File: src/rtl/alu8_pkg.sv
// Shared opcode, FSM state and command-record definitions for the ALU issue stage.
package alu8_pkg;

  localparam logic [1:0] OP_ADD = 2'b00;
  localparam logic [1:0] OP_SUB = 2'b01;
  localparam logic [1:0] OP_MUL = 2'b10;
  localparam logic [1:0] OP_DIV = 2'b11;

  localparam int unsigned CMD_W = 18;

  typedef enum logic [1:0] {
    ST_IDLE = 2'd0,
    ST_EXEC = 2'd1,
    ST_HOLD = 2'd2
  } state_t;

  typedef struct packed {
    logic [7:0] a;
    logic [7:0] b;
    logic [1:0] op;
  } cmd_t;

endpackage

File: src/rtl/alu8_cmd_fifo.sv
// Synchronous command FIFO, DEPTH x CMD_W, with extra-MSB pointers for full/empty.
module alu8_cmd_fifo
  import alu8_pkg::*;
#(
  parameter int unsigned DEPTH = 4
) (
  input  logic             clk,
  input  logic             rst_n,
  input  logic             i_push,
  input  logic [CMD_W-1:0] i_wdata,
  input  logic             i_pop,
  output logic [CMD_W-1:0] o_rdata,
  output logic             o_full,
  output logic             o_empty
);

  localparam int unsigned AW = $clog2(DEPTH);

  logic [CMD_W-1:0] r_mem [DEPTH];
  logic [AW:0]      r_wr_ptr;
  logic [AW:0]      r_rd_ptr;
  logic             w_push;
  logic             w_pop;

  assign o_empty = (r_wr_ptr == r_rd_ptr);
  assign o_full  = (r_wr_ptr[AW] != r_rd_ptr[AW]) &&
                   (r_wr_ptr[AW-1:0] == r_rd_ptr[AW-1:0]);
  assign w_push  = i_push & ~o_full;
  assign w_pop   = i_pop & ~o_empty;
  assign o_rdata = r_mem[r_rd_ptr[AW-1:0]];

  // Pointer update; reset empties the queue.
  always_ff @(posedge clk) begin
    if (!rst_n) begin
      r_wr_ptr <= '0;
      r_rd_ptr <= '0;
    end else begin
      if (w_push) r_wr_ptr <= r_wr_ptr + {{AW{1'b0}}, 1'b1};
      if (w_pop)  r_rd_ptr <= r_rd_ptr + {{AW{1'b0}}, 1'b1};
    end
  end

  // Storage write; contents are don't-care while the slot is unused.
  always_ff @(posedge clk) begin
    if (w_push) r_mem[r_wr_ptr[AW-1:0]] <= i_wdata;
  end

endmodule

File: src/rtl/alu8_issue_ctrl.sv
// Issue stage for the 8-bit ALU: queues commands, drives registered operands,
// captures the result one cycle later and presents it on a valid/ready port.
module alu8_issue_ctrl
  import alu8_pkg::*;
#(
  parameter int unsigned DEPTH   = 4,
  parameter logic [15:0] DZ_FILL = 16'hFFFF
) (
  input  logic        clk,
  input  logic        rst_n,
  input  logic        cmd_valid,
  output logic        cmd_ready,
  input  logic [7:0]  cmd_a,
  input  logic [7:0]  cmd_b,
  input  logic [1:0]  cmd_op,
  output logic [7:0]  alu_a,
  output logic [7:0]  alu_b,
  output logic [1:0]  alu_s,
  input  logic [15:0] alu_y,
  output logic        res_valid,
  input  logic        res_ready,
  output logic [15:0] res_data,
  output logic [1:0]  res_op,
  output logic        res_dz,
  output logic        res_neg,
  output logic        busy
);

  state_t           r_state;
  state_t           w_next;
  logic             w_full;
  logic             w_empty;
  logic             w_push;
  logic             w_pop;
  logic             w_capture;
  logic             w_release;
  logic             w_dz;
  logic             w_neg;
  logic [CMD_W-1:0] w_head_bits;
  cmd_t             w_head;
  cmd_t             w_wcmd;

  logic [7:0]  r_alu_a;
  logic [7:0]  r_alu_b;
  logic [1:0]  r_alu_s;
  logic        r_res_valid;
  logic [15:0] r_res_data;
  logic [1:0]  r_res_op;
  logic        r_res_dz;
  logic        r_res_neg;

  assign cmd_ready = rst_n & ~w_full;
  assign w_push    = cmd_valid & cmd_ready;
  assign w_wcmd    = '{a: cmd_a, b: cmd_b, op: cmd_op};
  assign w_head    = cmd_t'(w_head_bits);

  alu8_cmd_fifo #(.DEPTH(DEPTH)) u_fifo (
    .clk     (clk),
    .rst_n   (rst_n),
    .i_push  (w_push),
    .i_wdata (w_wcmd),
    .i_pop   (w_pop),
    .o_rdata (w_head_bits),
    .o_full  (w_full),
    .o_empty (w_empty)
  );

  // Operands stay in alu_* through EXEC, so flags are derived from them.
  assign w_dz  = (r_alu_s == OP_DIV) && (r_alu_b == '0);
  assign w_neg = (r_alu_s == OP_SUB) && (r_alu_a < r_alu_b);

  // FSM state register.
  always_ff @(posedge clk) begin
    if (!rst_n) r_state <= ST_IDLE;
    else        r_state <= w_next;
  end

  // Next-state logic.
  always_comb begin
    w_next = r_state;
    case (r_state)
      ST_IDLE: if (!w_empty) w_next = ST_EXEC;
      ST_EXEC: w_next = ST_HOLD;
      ST_HOLD: if (res_ready) w_next = w_empty ? ST_IDLE : ST_EXEC;
      default: w_next = ST_IDLE;
    endcase
  end

  // Per-state control strobes: pop, capture, release.
  always_comb begin
    w_pop     = 1'b0;
    w_capture = 1'b0;
    w_release = 1'b0;
    case (r_state)
      ST_IDLE: w_pop = ~w_empty;
      ST_EXEC: w_capture = 1'b1;
      ST_HOLD: begin
        w_release = res_ready;
        w_pop     = res_ready & ~w_empty;
      end
      default: ;
    endcase
  end

  // Operand and result registers.
  always_ff @(posedge clk) begin
    if (!rst_n) begin
      r_alu_a     <= '0;
      r_alu_b     <= '0;
      r_alu_s     <= '0;
      r_res_valid <= 1'b0;
      r_res_data  <= '0;
      r_res_op    <= '0;
      r_res_dz    <= 1'b0;
      r_res_neg   <= 1'b0;
    end else begin
      if (w_pop) begin
        r_alu_a <= w_head.a;
        r_alu_b <= w_head.b;
        r_alu_s <= w_head.op;
      end
      if (w_capture) begin
        r_res_valid <= 1'b1;
        r_res_data  <= w_dz ? DZ_FILL : alu_y;
        r_res_op    <= r_alu_s;
        r_res_dz    <= w_dz;
        r_res_neg   <= w_neg;
      end else if (w_release) begin
        r_res_valid <= 1'b0;
      end
    end
  end

  assign alu_a     = r_alu_a;
  assign alu_b     = r_alu_b;
  assign alu_s     = r_alu_s;
  assign res_valid = r_res_valid;
  assign res_data  = r_res_data;
  assign res_op    = r_res_op;
  assign res_dz    = r_res_dz;
  assign res_neg   = r_res_neg;
  assign busy      = ~w_empty | (r_state != ST_IDLE);

endmodule
File: config.mk
export PLATFORM = sky130hd
export DESIGN_NAME = alu8_issue_ctrl
export DESIGN_NICKNAME = d
export VERILOG_FILES = /design/src/rtl/alu8_pkg.sv /design/src/rtl/alu8_cmd_fifo.sv /design/src/rtl/alu8_issue_ctrl.sv
export SDC_FILE = /design/constraint.sdc
export NUM_CORES = 1
export LEC_CHECK = 0
export BUFFER_PORTS_ARGS = -buffer_cell sky130_fd_sc_hd__buf_4
export CORE_MARGIN = 2
export CORE_UTILIZATION = 55
export CTS_CLUSTER_SIZE = 14
export DETAILED_ROUTE_END_ITERATION = 8
export PLACE_DENSITY = 0.78
export SYNTH_ARGS = -nofsm -noshare
export SYNTH_HDL_FRONTEND = slang
export SYNTH_SLANG_ARGS = --single-unit
File: constraint.sdc
create_clock -name clk -period 3.9 [get_ports clk]
set_input_delay 0.39 -clock clk [delete_from_list [all_inputs] [get_ports clk]]
set_output_delay 0.39 -clock clk [all_outputs]
set_load 0.02 [all_outputs]
==> results.toml, run 1 <==
[outcome]
status = "complete, no violations"

[min_path]
hp-start = "cmd_a[1]"
min_path_cells = 1
hp-class = "in2reg"
holdPathEnd = "u_fifo.r_mem[2][11]"

[logic_synthesis]
syn_nets = 402
synth_edf_count = 72
yosysUniqueCellTypes = 37
synth_seq_cells = 119
syn_avg_cell_area_um2 = 13.3
mappedNetlistArea_um2 = 4680
seq_area_frac_synth = 0.663
syn_inst = 352
ys.warnings.count = 0
async_flop_share = 0
yosys_most_used_dff = "edfxtp_1"

[power_and_ir_drop]
p_leak_nw = 2.25
ir_worst_vdd_uv = 526
p_per_area_nw_per_um2 = 764

[timing]
whs_ns = 0.0786
finalHoldViolCount = 0
setup_violations = 0
fin_skew_ns = 0.0106
tns_ns = 0
fin_crit_sh = 0.681
rsz0062_at_grt = "no"
tightestPinTransition_ns = 1.09
drv_slew = 0
fin_crit_ns = 2.66
slew_headroom = 0.270
fmax_mhz = 376

[cells_and_area]
antennaDiodeCount = 0
syn2layout_area_growth_pct = 26.9
nets = 482
drive_gt1_frac = 0.302
nFillCells = 536

[cts]
cts_resized = 0
cts_made_buffers = 17
clk_pin_slew_worst_paths_ns = 0.06
cts_tree = "yes"
cts_setup_buffers = 0
cts_max_level = 4
cts_root_buffer = "clkbuf_8"
hold_buffers = 0
cts.sinks = 119
cts_max_path_buffers = 2
insertion_delay_ns = 0.51

[placement]
post-dp-hpwl_um = 5910
gp_congestion = 0.752
numPortBuffers = 78

[detailed_routing]
post_drt_wl_per_cell_um = 17.3
via_count = 3025
wl_um = 9480
route.detailed.drc = 0
drt_iter0_drc = 157
drtAntennaViolNets = 0
vias_per_cell = 5.51
drtPass1Iterations = 5

[floorplanning]
core_area_um2 = 8220
die-area_um2 = 9270
die_y_um = 96.3
initial_core_util = 0.570
io-pin-count = 79
die_width_um = 96.3
rows = 33

[critical_path]
crit_path_max_fanout = 21
rrSetupSlack_ns = 1.24
worst_setup_path_start_kind = "flip-flop"
crit_path_end_kind = "flip-flop"
r2r-end = "u_fifo.r_mem[2][6]"
r2r-start = "u_fifo.r_rd_ptr[0]"
rr_worst_depth = 5
crit_type = "reg2reg"
crit_arrival_ns = 2.79
crit_required_ns = 4.03

[global_routing]
grt_pass1_wl_um = 14800
grt_overflow = 0
grt_pass1_vias = 3019
grt_max_degree = 61
grt_usage = 0.222
antenna_found_initial = 0

[flow_run]
cap_violations = 0
sequential cells by signal (all words and copies together), names as in the netlist:
register,flops
alu_a,8
alu_b,8
alu_s,2
r_state,2
res_data,16
res_dz,1
res_neg,1
res_op,2
res_valid,1
u_fifo.r_mem,72
u_fifo.r_rd_ptr,3
u_fifo.r_wr_ptr,3
through the flow:
stage	instances	total power, W	util	instance area, um2	setup slack, ns
after detailed placement	518	0.00296	0.648	5330	1.20
after floorplan	352	0.00252	-	4680	1.81
after global routing	549	0.00477	0.723	5940	0.953
final	549	0.00453	0.723	5940	1.24
after CTS	549	0.00457	0.723	5940	1.19
after global placement	518	0.00292	0.648	5330	1.33
synthesized netlist by cell type, types with 4 or more instances:
cell type	instances	area, um2
xor2_1	4	35.0
a21oi_1	7	35.0
and2_1	4	25.0
dfxtp_1	47	941
mux4_2	18	405
nand3_1	21	105
nor2_1	27	101
buf_2	6	30.0
clkbuf_1	11	41.3
ha_1	12	150
edfxtp_1	72	2160
nor3_1	18	90.1
inv_1	12	45.0
o21ai_0	35	175
nand2_1	30	113
logic make-up (layout without fill, tap and decap cells):
family,count (synthesis),after routing,share of synthesized area
AO/OA/AOI/OAI,52,52,0.0641
XOR/XNOR,7,7,0.0147
adder cells (fa/ha/maj),12,12,0.0321
buffers and inverters,33,125,0.0313
flip-flops,119,119,0.663
multiplexers,18,18,0.0866
AND/OR/NAND/NOR,111,111,0.109
worst max-delay path by stage:
| stage | from | endpoint | slack, ns | depth (start not counted) |
|---|---|---|---|---|
| global route | u_fifo.r_rd_ptr[0] | u_fifo.r_mem[2][9] | 0.95 | 5 |
| detailed placement | u_fifo.r_rd_ptr[0] | u_fifo.r_mem[2][12] | 1.20 | 5 |
| finish | u_fifo.r_rd_ptr[0] | u_fifo.r_mem[2][6] | 1.24 | 5 |
| global placement | u_fifo.r_rd_ptr[0] | u_fifo.r_mem[3][12] | 1.33 | 5 |
| CTS | u_fifo.r_rd_ptr[0] | u_fifo.r_mem[2][9] | 1.19 | 5 |
| floorplan | u_fifo.r_wr_ptr[0] | u_fifo.r_mem[0][0] | 1.81 | 3 |
metal layers:
layer,up-vias,GRT usage,wire length (um)
li1,1453,-,-
met2,102,0.360,4700
met1,1464,0.271,4020
met3,6,0.0760,692
met4,0,0.0940,70
met5,-,0,0
cell type report:
cell class	count	area, um2	area share
inverters	12	45.0	0.00758
flip-flops and latches	119	3100	0.522
repair buffers	82	616	0.104
clock buffers	17	414	0.0697
clock inverters	14	198	0.0333
well taps	105	131	0.0221
multi-input cells	200	1430	0.241
power breakdown:
part / switching [W] / total, W / internal (W) / leakage [nW]
sequential: 0.000153 / 0.00168 / 0.00152 / 1.04
clock: 0.000552 / 0.00159 / 0.00104 / 0.295
combinational: 0.000726 / 0.00127 / 0.000541 / 0.916
total: 0.00143 / 0.00453 / 0.00310 / 2.25
worst max-delay path, cell delays in order (launching register included):
cell,delay [ns]
dfxtp_1,0.31
buf_4,0.36
xor2_1,0.44
or3_1,0.21
and3_1,0.20
and2_1,0.75
layout by cell type, fill, tap and decap left out, types with 7 or more instances in the layout:
master,n
nand3_1,21
mux4_2,18
dfxtp_1,47
inv_1,12
clkbuf_16,16
buf_4,82
o21ai_0,35
ha_1,12
nor2_1,27
nor3_1,18
edfxtp_1,72
nand2_1,30
a21oi_1,7
Note: power is estimated with default switching activity, not from simulation.
==> inputs of run 2 (changes only) <==
clock period = 2.55 ns   (was 3.9 ns; I/O delays follow)
==> run 2 against run 1 <==
  * Final cell count is 6.7% higher
  * Critical path depth is 1 lower
  * Register-to-register slack worse by 1.0 ns
  * Clock power is 53% higher
  * Clock-buffer cell count is 1 higher
  * Global-route usage is 1.2 points higher
  * Core utilization is 4.4 points higher
  * Via count is 5.9% higher
  * Power is 55% higher
  * Clock skew is 0.0035 ns lower
  * Routed wire length is 7.4% higher
  * First-iteration DRC count is 7.0% higher
  * Largest cell class unchanged
==> results.toml, run 2 (synthesized netlist as in run 1, its figures left out) <==
[timing]
setup_violations = 0
fmax_mhz = 427
whs_ns = 0.00692
fin_crit_sh = 0.919
fin_crit_ns = 2.34
tightestPinTransition_ns = 0.942
tns_ns = 0
rsz0062_at_grt = "no"
fin_skew_ns = 0.00707
drv_slew = 0
layout_setup_ws_ns = 0.206
slew_headroom = 0.372
finalHoldViolCount = 0

[power_and_ir_drop]
power.share.clock = 0.347
seq_power_share = 0.364
p_comb_frac = 0.289
internal_power_w = 0.00481
p_leak_nw = 2.40
swShare = 0.317
power_switching_w = 0.00223
p_per_area_nw_per_um2 = 1120
ir_worst_vdd_uv = 585

[cts]
cts_tree = "yes"
cts_max_level = 4
cts_root_buffer = "clkbuf_8"
clk_pin_slew_worst_paths_ns = 0.06
cts_resized = 0
cts_made_buffers = 17
cts.sinks = 119
insertion_delay_ns = 0.51
cts_max_path_buffers = 2

[critical_path]
crit_path_end_kind = "flip-flop"
rrSetupSlack_ns = 0.21
worst_setup_path_start_kind = "flip-flop"
crit_arrival_ns = 2.48
crit_path_end = "u_fifo.r_mem[3][0]"
r2r-end = "u_fifo.r_mem[3][0]"
rr_worst_depth = 4
crit_type = "reg2reg"
crit_required_ns = 2.68
crit_path_max_fanout = 18
startpoint = "u_fifo.r_wr_ptr[1]"
r2r-start = "u_fifo.r_wr_ptr[1]"

[floorplanning]
core_area_um2 = 8220
die-area_um2 = 9270
io-pin-count = 79
initial_core_util = 0.570
die_y_um = 96.3
die_width_um = 96.3
rows = 33

[global_routing]
antenna_found_initial = 0
grt_max_degree = 60
grt_overflow = 0
grt_pass1_wl_um = 15800
grt_usage = 0.234
grt_pass1_vias = 3314

[detailed_routing]
post_drt_wl_per_cell_um = 17.4
via_count = 3204
drt_iter0_drc = 168
vias_per_cell = 5.47
wl_um = 10200
drtPass1Iterations = 4
route.detailed.drc = 0
drtAntennaViolNets = 0

[cells_and_area]
register_area_um2 = 3100
postLayoutCoreUtil = 0.766
drive_gt1_frac = 0.283
layout_commonest_cell = "buf_4"
syn2layout_area_growth_pct = 34.5
multi_input_comb_area_um2 = 1430
nets = 518
largest_reg_flops = 72
nFillCells = 486
antennaDiodeCount = 0
most-common-layout-cells = "buf_4, edfxtp_1, dfxtp_1"

[placement]
post-dp-hpwl_um = 6060
dpl_worst_slack_ns = 0.220
numPortBuffers = 78
gp_congestion = 0.753

[outcome]
status = "complete, no violations"

[min_path]
hp-class = "in2reg"

[flow_run]
cap_violations = 0
-- run 2: how the worst min path moves through the flow --
| stage | startpoint | endpoint | slack, ns | cells past startpoint |
|---|---|---|---|---|
| global placement | res_op[0] | res_op[0] | 0.45 | 2 |
| floorplan | cmd_op[0] | u_fifo.r_mem[0][0] | 0.35 | 0 |
| finish | alu_y[7] | res_data[7] | 0.007 | 3 |
| CTS | alu_y[7] | res_data[7] | 0.003 | 3 |
| global route | alu_y[7] | res_data[7] | 0.01 | 3 |
| detailed placement | cmd_op[1] | u_fifo.r_mem[1][1] | 0.46 | 1 |
-- run 2: repair_timing --
item	CTS	global route
hold endpoints to repair	87	0
setup buffers	0	0
hold buffers	33	0
-- run 2: worst max-delay path, cell delays in order (launching register included) --
cell     delay (ns)
dfxtp_1        0.45
xor2_2         0.32
or3_1          0.22
and3_1         0.21
and2_1         0.76
-- run 2: final cells by class --
cell class	count	share of cell area
multi-input cells	200	0.227
repair buffers	118	0.154
clock inverters	14	0.0316
well taps	105	0.0209
inverters	12	0.00715
flip-flops and latches	119	0.493
clock buffers	18	0.0664
-- run 2: per-stage QoR --
step | cells | total power [W] | area, um2
floorplan | 352 | 0.00385 | 4680
global placement | 521 | 0.00450 | 5350
detailed placement | 521 | 0.00456 | 5350
CTS | 586 | 0.00707 | 6300
global route | 586 | 0.00739 | 6300
finish | 586 | 0.00704 | 6300
-- run 2: routing by layer --
metal | wire (um) | vias up | GRT usage | part of all wire
li1 | - | 1525 | - | -
met1 | 4160 | 1554 | 0.268 | 0.41
met2 | 5150 | 111 | 0.414 | 0.51
met3 | 749 | 14 | 0.0791 | 0.074
met4 | 133 | 0 | 0.0714 | 0.013
met5 | 0 | - | 0 | 0
-- run 2: power by group through the flow --
stage          clock network, W  registers, W  logic, W
2_1_floorplan                 0       0.00281   0.00104
3_3_place_gp                  0       0.00258   0.00192
3_5_place_dp                  0       0.00259   0.00197
4_1_cts                 0.00247       0.00256   0.00204
5_1_grt                 0.00256       0.00259   0.00223
6_report                0.00244       0.00256   0.00203
==> inputs of run 3 (changes only) <==
CELL_PAD_IN_SITES_DETAIL_PLACEMENT = 1   (was default)
CELL_PAD_IN_SITES_GLOBAL_PLACEMENT = 1   (was default)
CORE_UTILIZATION = 45   (was 55)
PLACE_DENSITY = 0.77   (was 0.78)
==> run 3 against run 2 <==
  * Combinational power barely moved
  * Power fell by 1.9%
  * Final cell count rose by 5.5%
  * Core utilization fell by 15 points
  * Critical path depth did not move
  * Sequential cell count did not move
==> results.toml, run 3 (synthesized netlist as in run 1, its figures left out) <==
[cts]
insertion_delay_ns = 0.51
cts_max_path_buffers = 2
cts_tree = "yes"
cts_made_buffers = 17
cts_max_level = 4
clk_pin_slew_worst_paths_ns = 0.06
cts_root_buffer = "clkbuf_8"
cts.sinks = 119

[timing]
layout_setup_ws_ns = 0.192
slew_headroom = 0.422
tightestPinTransition_ns = 0.866
rsz0062_at_grt = "no"
fin_crit_ns = 2.36
drv_slew = 0
whs_ns = 0.0574
setup_violations = 0
tns_ns = 0
finalHoldViolCount = 0
fmax_mhz = 424
fin_crit_sh = 0.925
fin_skew_ns = 0.00890

[critical_path]
rrSetupSlack_ns = 0.19
cp_cell_sequence = "xor2_2 > or3_1 > and3_1 > and2_1"
cp_slowest_cell = "and2_1"
cp_num_buf_inv = 0
crit_required_ns = 2.69
startpoint = "u_fifo.r_wr_ptr[1]"
cp_slowest_stage_delay_ns = 0.72
crit_arrival_ns = 2.49
worst_setup_path_start_kind = "flip-flop"
crit_path_max_fanout = 18
crit_path_end_kind = "flip-flop"
crit_type = "reg2reg"
cp_top_family = "simple AND/OR/NAND/NOR gates"
r2r-start = "u_fifo.r_wr_ptr[1]"

[detailed_routing]
vias_per_cell = 5.25
via_count = 3242
post_drt_wl_per_cell_um = 18.2
drtPass1Iterations = 4
drtAntennaViolNets = 0
drt_iter0_drc = 155
wl_um = 11300
route.detailed.drc = 0

[flow_run]
cap_violations = 0

[placement]
gp_congestion = 0.805
numPortBuffers = 78
place_area_um2 = 5390
post-dp-hpwl_um = 6680
dpl_worst_slack_ns = 0.241

[global_routing]
grt_max_degree = 60
antenna_found_initial = 0
grt.busiest_layer = "met2"
grt_pass1_vias = 3512
use_met1 = 0.272
grt.met2_usage = 0.363
use_met3 = 0.0429
grt_usage = 0.214
grt_overflow = 0
grt_pass1_wl_um = 18300

[cells_and_area]
fin_area_um2 = 6300
nFillCells = 989
drive_gt1_frac = 0.290
largest_reg_flops = 72
antennaDiodeCount = 0
syn2layout_area_growth_pct = 34.6
most-common-layout-cells = "buf_4, edfxtp_1, dfxtp_1"
layout_commonest_cell = "buf_4"
nets = 519

[min_path]
hp-start = "cmd_valid"
hp-class = "in2reg"

[power_and_ir_drop]
ir_worst_vdd_uv = 506
p_leak_nw = 2.39
finalPower_w = 0.00691
p_per_area_nw_per_um2 = 1100

[floorplanning]
io-pin-count = 79
rows = 37
die-area_um2 = 11200
die_width_um = 106
initial_core_util = 0.458
die_y_um = 106
core_area_um2 = 10200

[outcome]
status = "complete, no violations"
## run 3: worst min-delay path: cells and delay by family
kind                   cells  cell delay, ns
AOI/OAI and AO/OA          1            0.06
buffers and inverters      1            0.12
and+or+nand+nor            1            0.08
## run 3: area by class of cell
type                       instances  area, um2  area share
clock inverter                    15        155      0.0246
sequential                       119       3100       0.492
inverter                          12       45.0     0.00715
multi-input combinational        200       1440       0.228
clock buffer                      17        414      0.0657
tap                              136        170      0.0270
timing repair buffer             119        978       0.155
## run 3: per-layer routing
metal	share of wire	vias up
met1	0.46	1628
met4	0.014	0
li1	-	1531
met5	0	-
met2	0.50	68
met3	0.028	15
## run 3: stage by stage
step / cells / utilization
after CTS: 618 / 0.616
after global placement: 552 / 0.527
after global routing: 618 / 0.616
after floorplan: 352 / -
after detailed placement: 552 / 0.527
final: 618 / 0.616
## run 3: path summary, 6_finish.rpt
path	cells after the start	to
setup / recovery	4	u_fifo.r_mem[2][8]
hold / removal	3	u_fifo.r_wr_ptr[1]
setup reg to reg	4	u_fifo.r_mem[2][8]
hold reg to reg	2	res_dz
## run 3: power breakdown
part	internal (W)	switching, W	total [W]
registers	0.00233	0.000234	0.00256
clock network	0.00134	0.000966	0.00230
logic	0.000882	0.00116	0.00204
total	0.00455	0.00236	0.00691
## run 3: what timing repair did
action,in CTS,in global routing
hold endpoints to repair,88,0
setup buffers,0,0
hold buffers,34,0
setup endpoints to repair,0,24
gates resized for setup,0,2
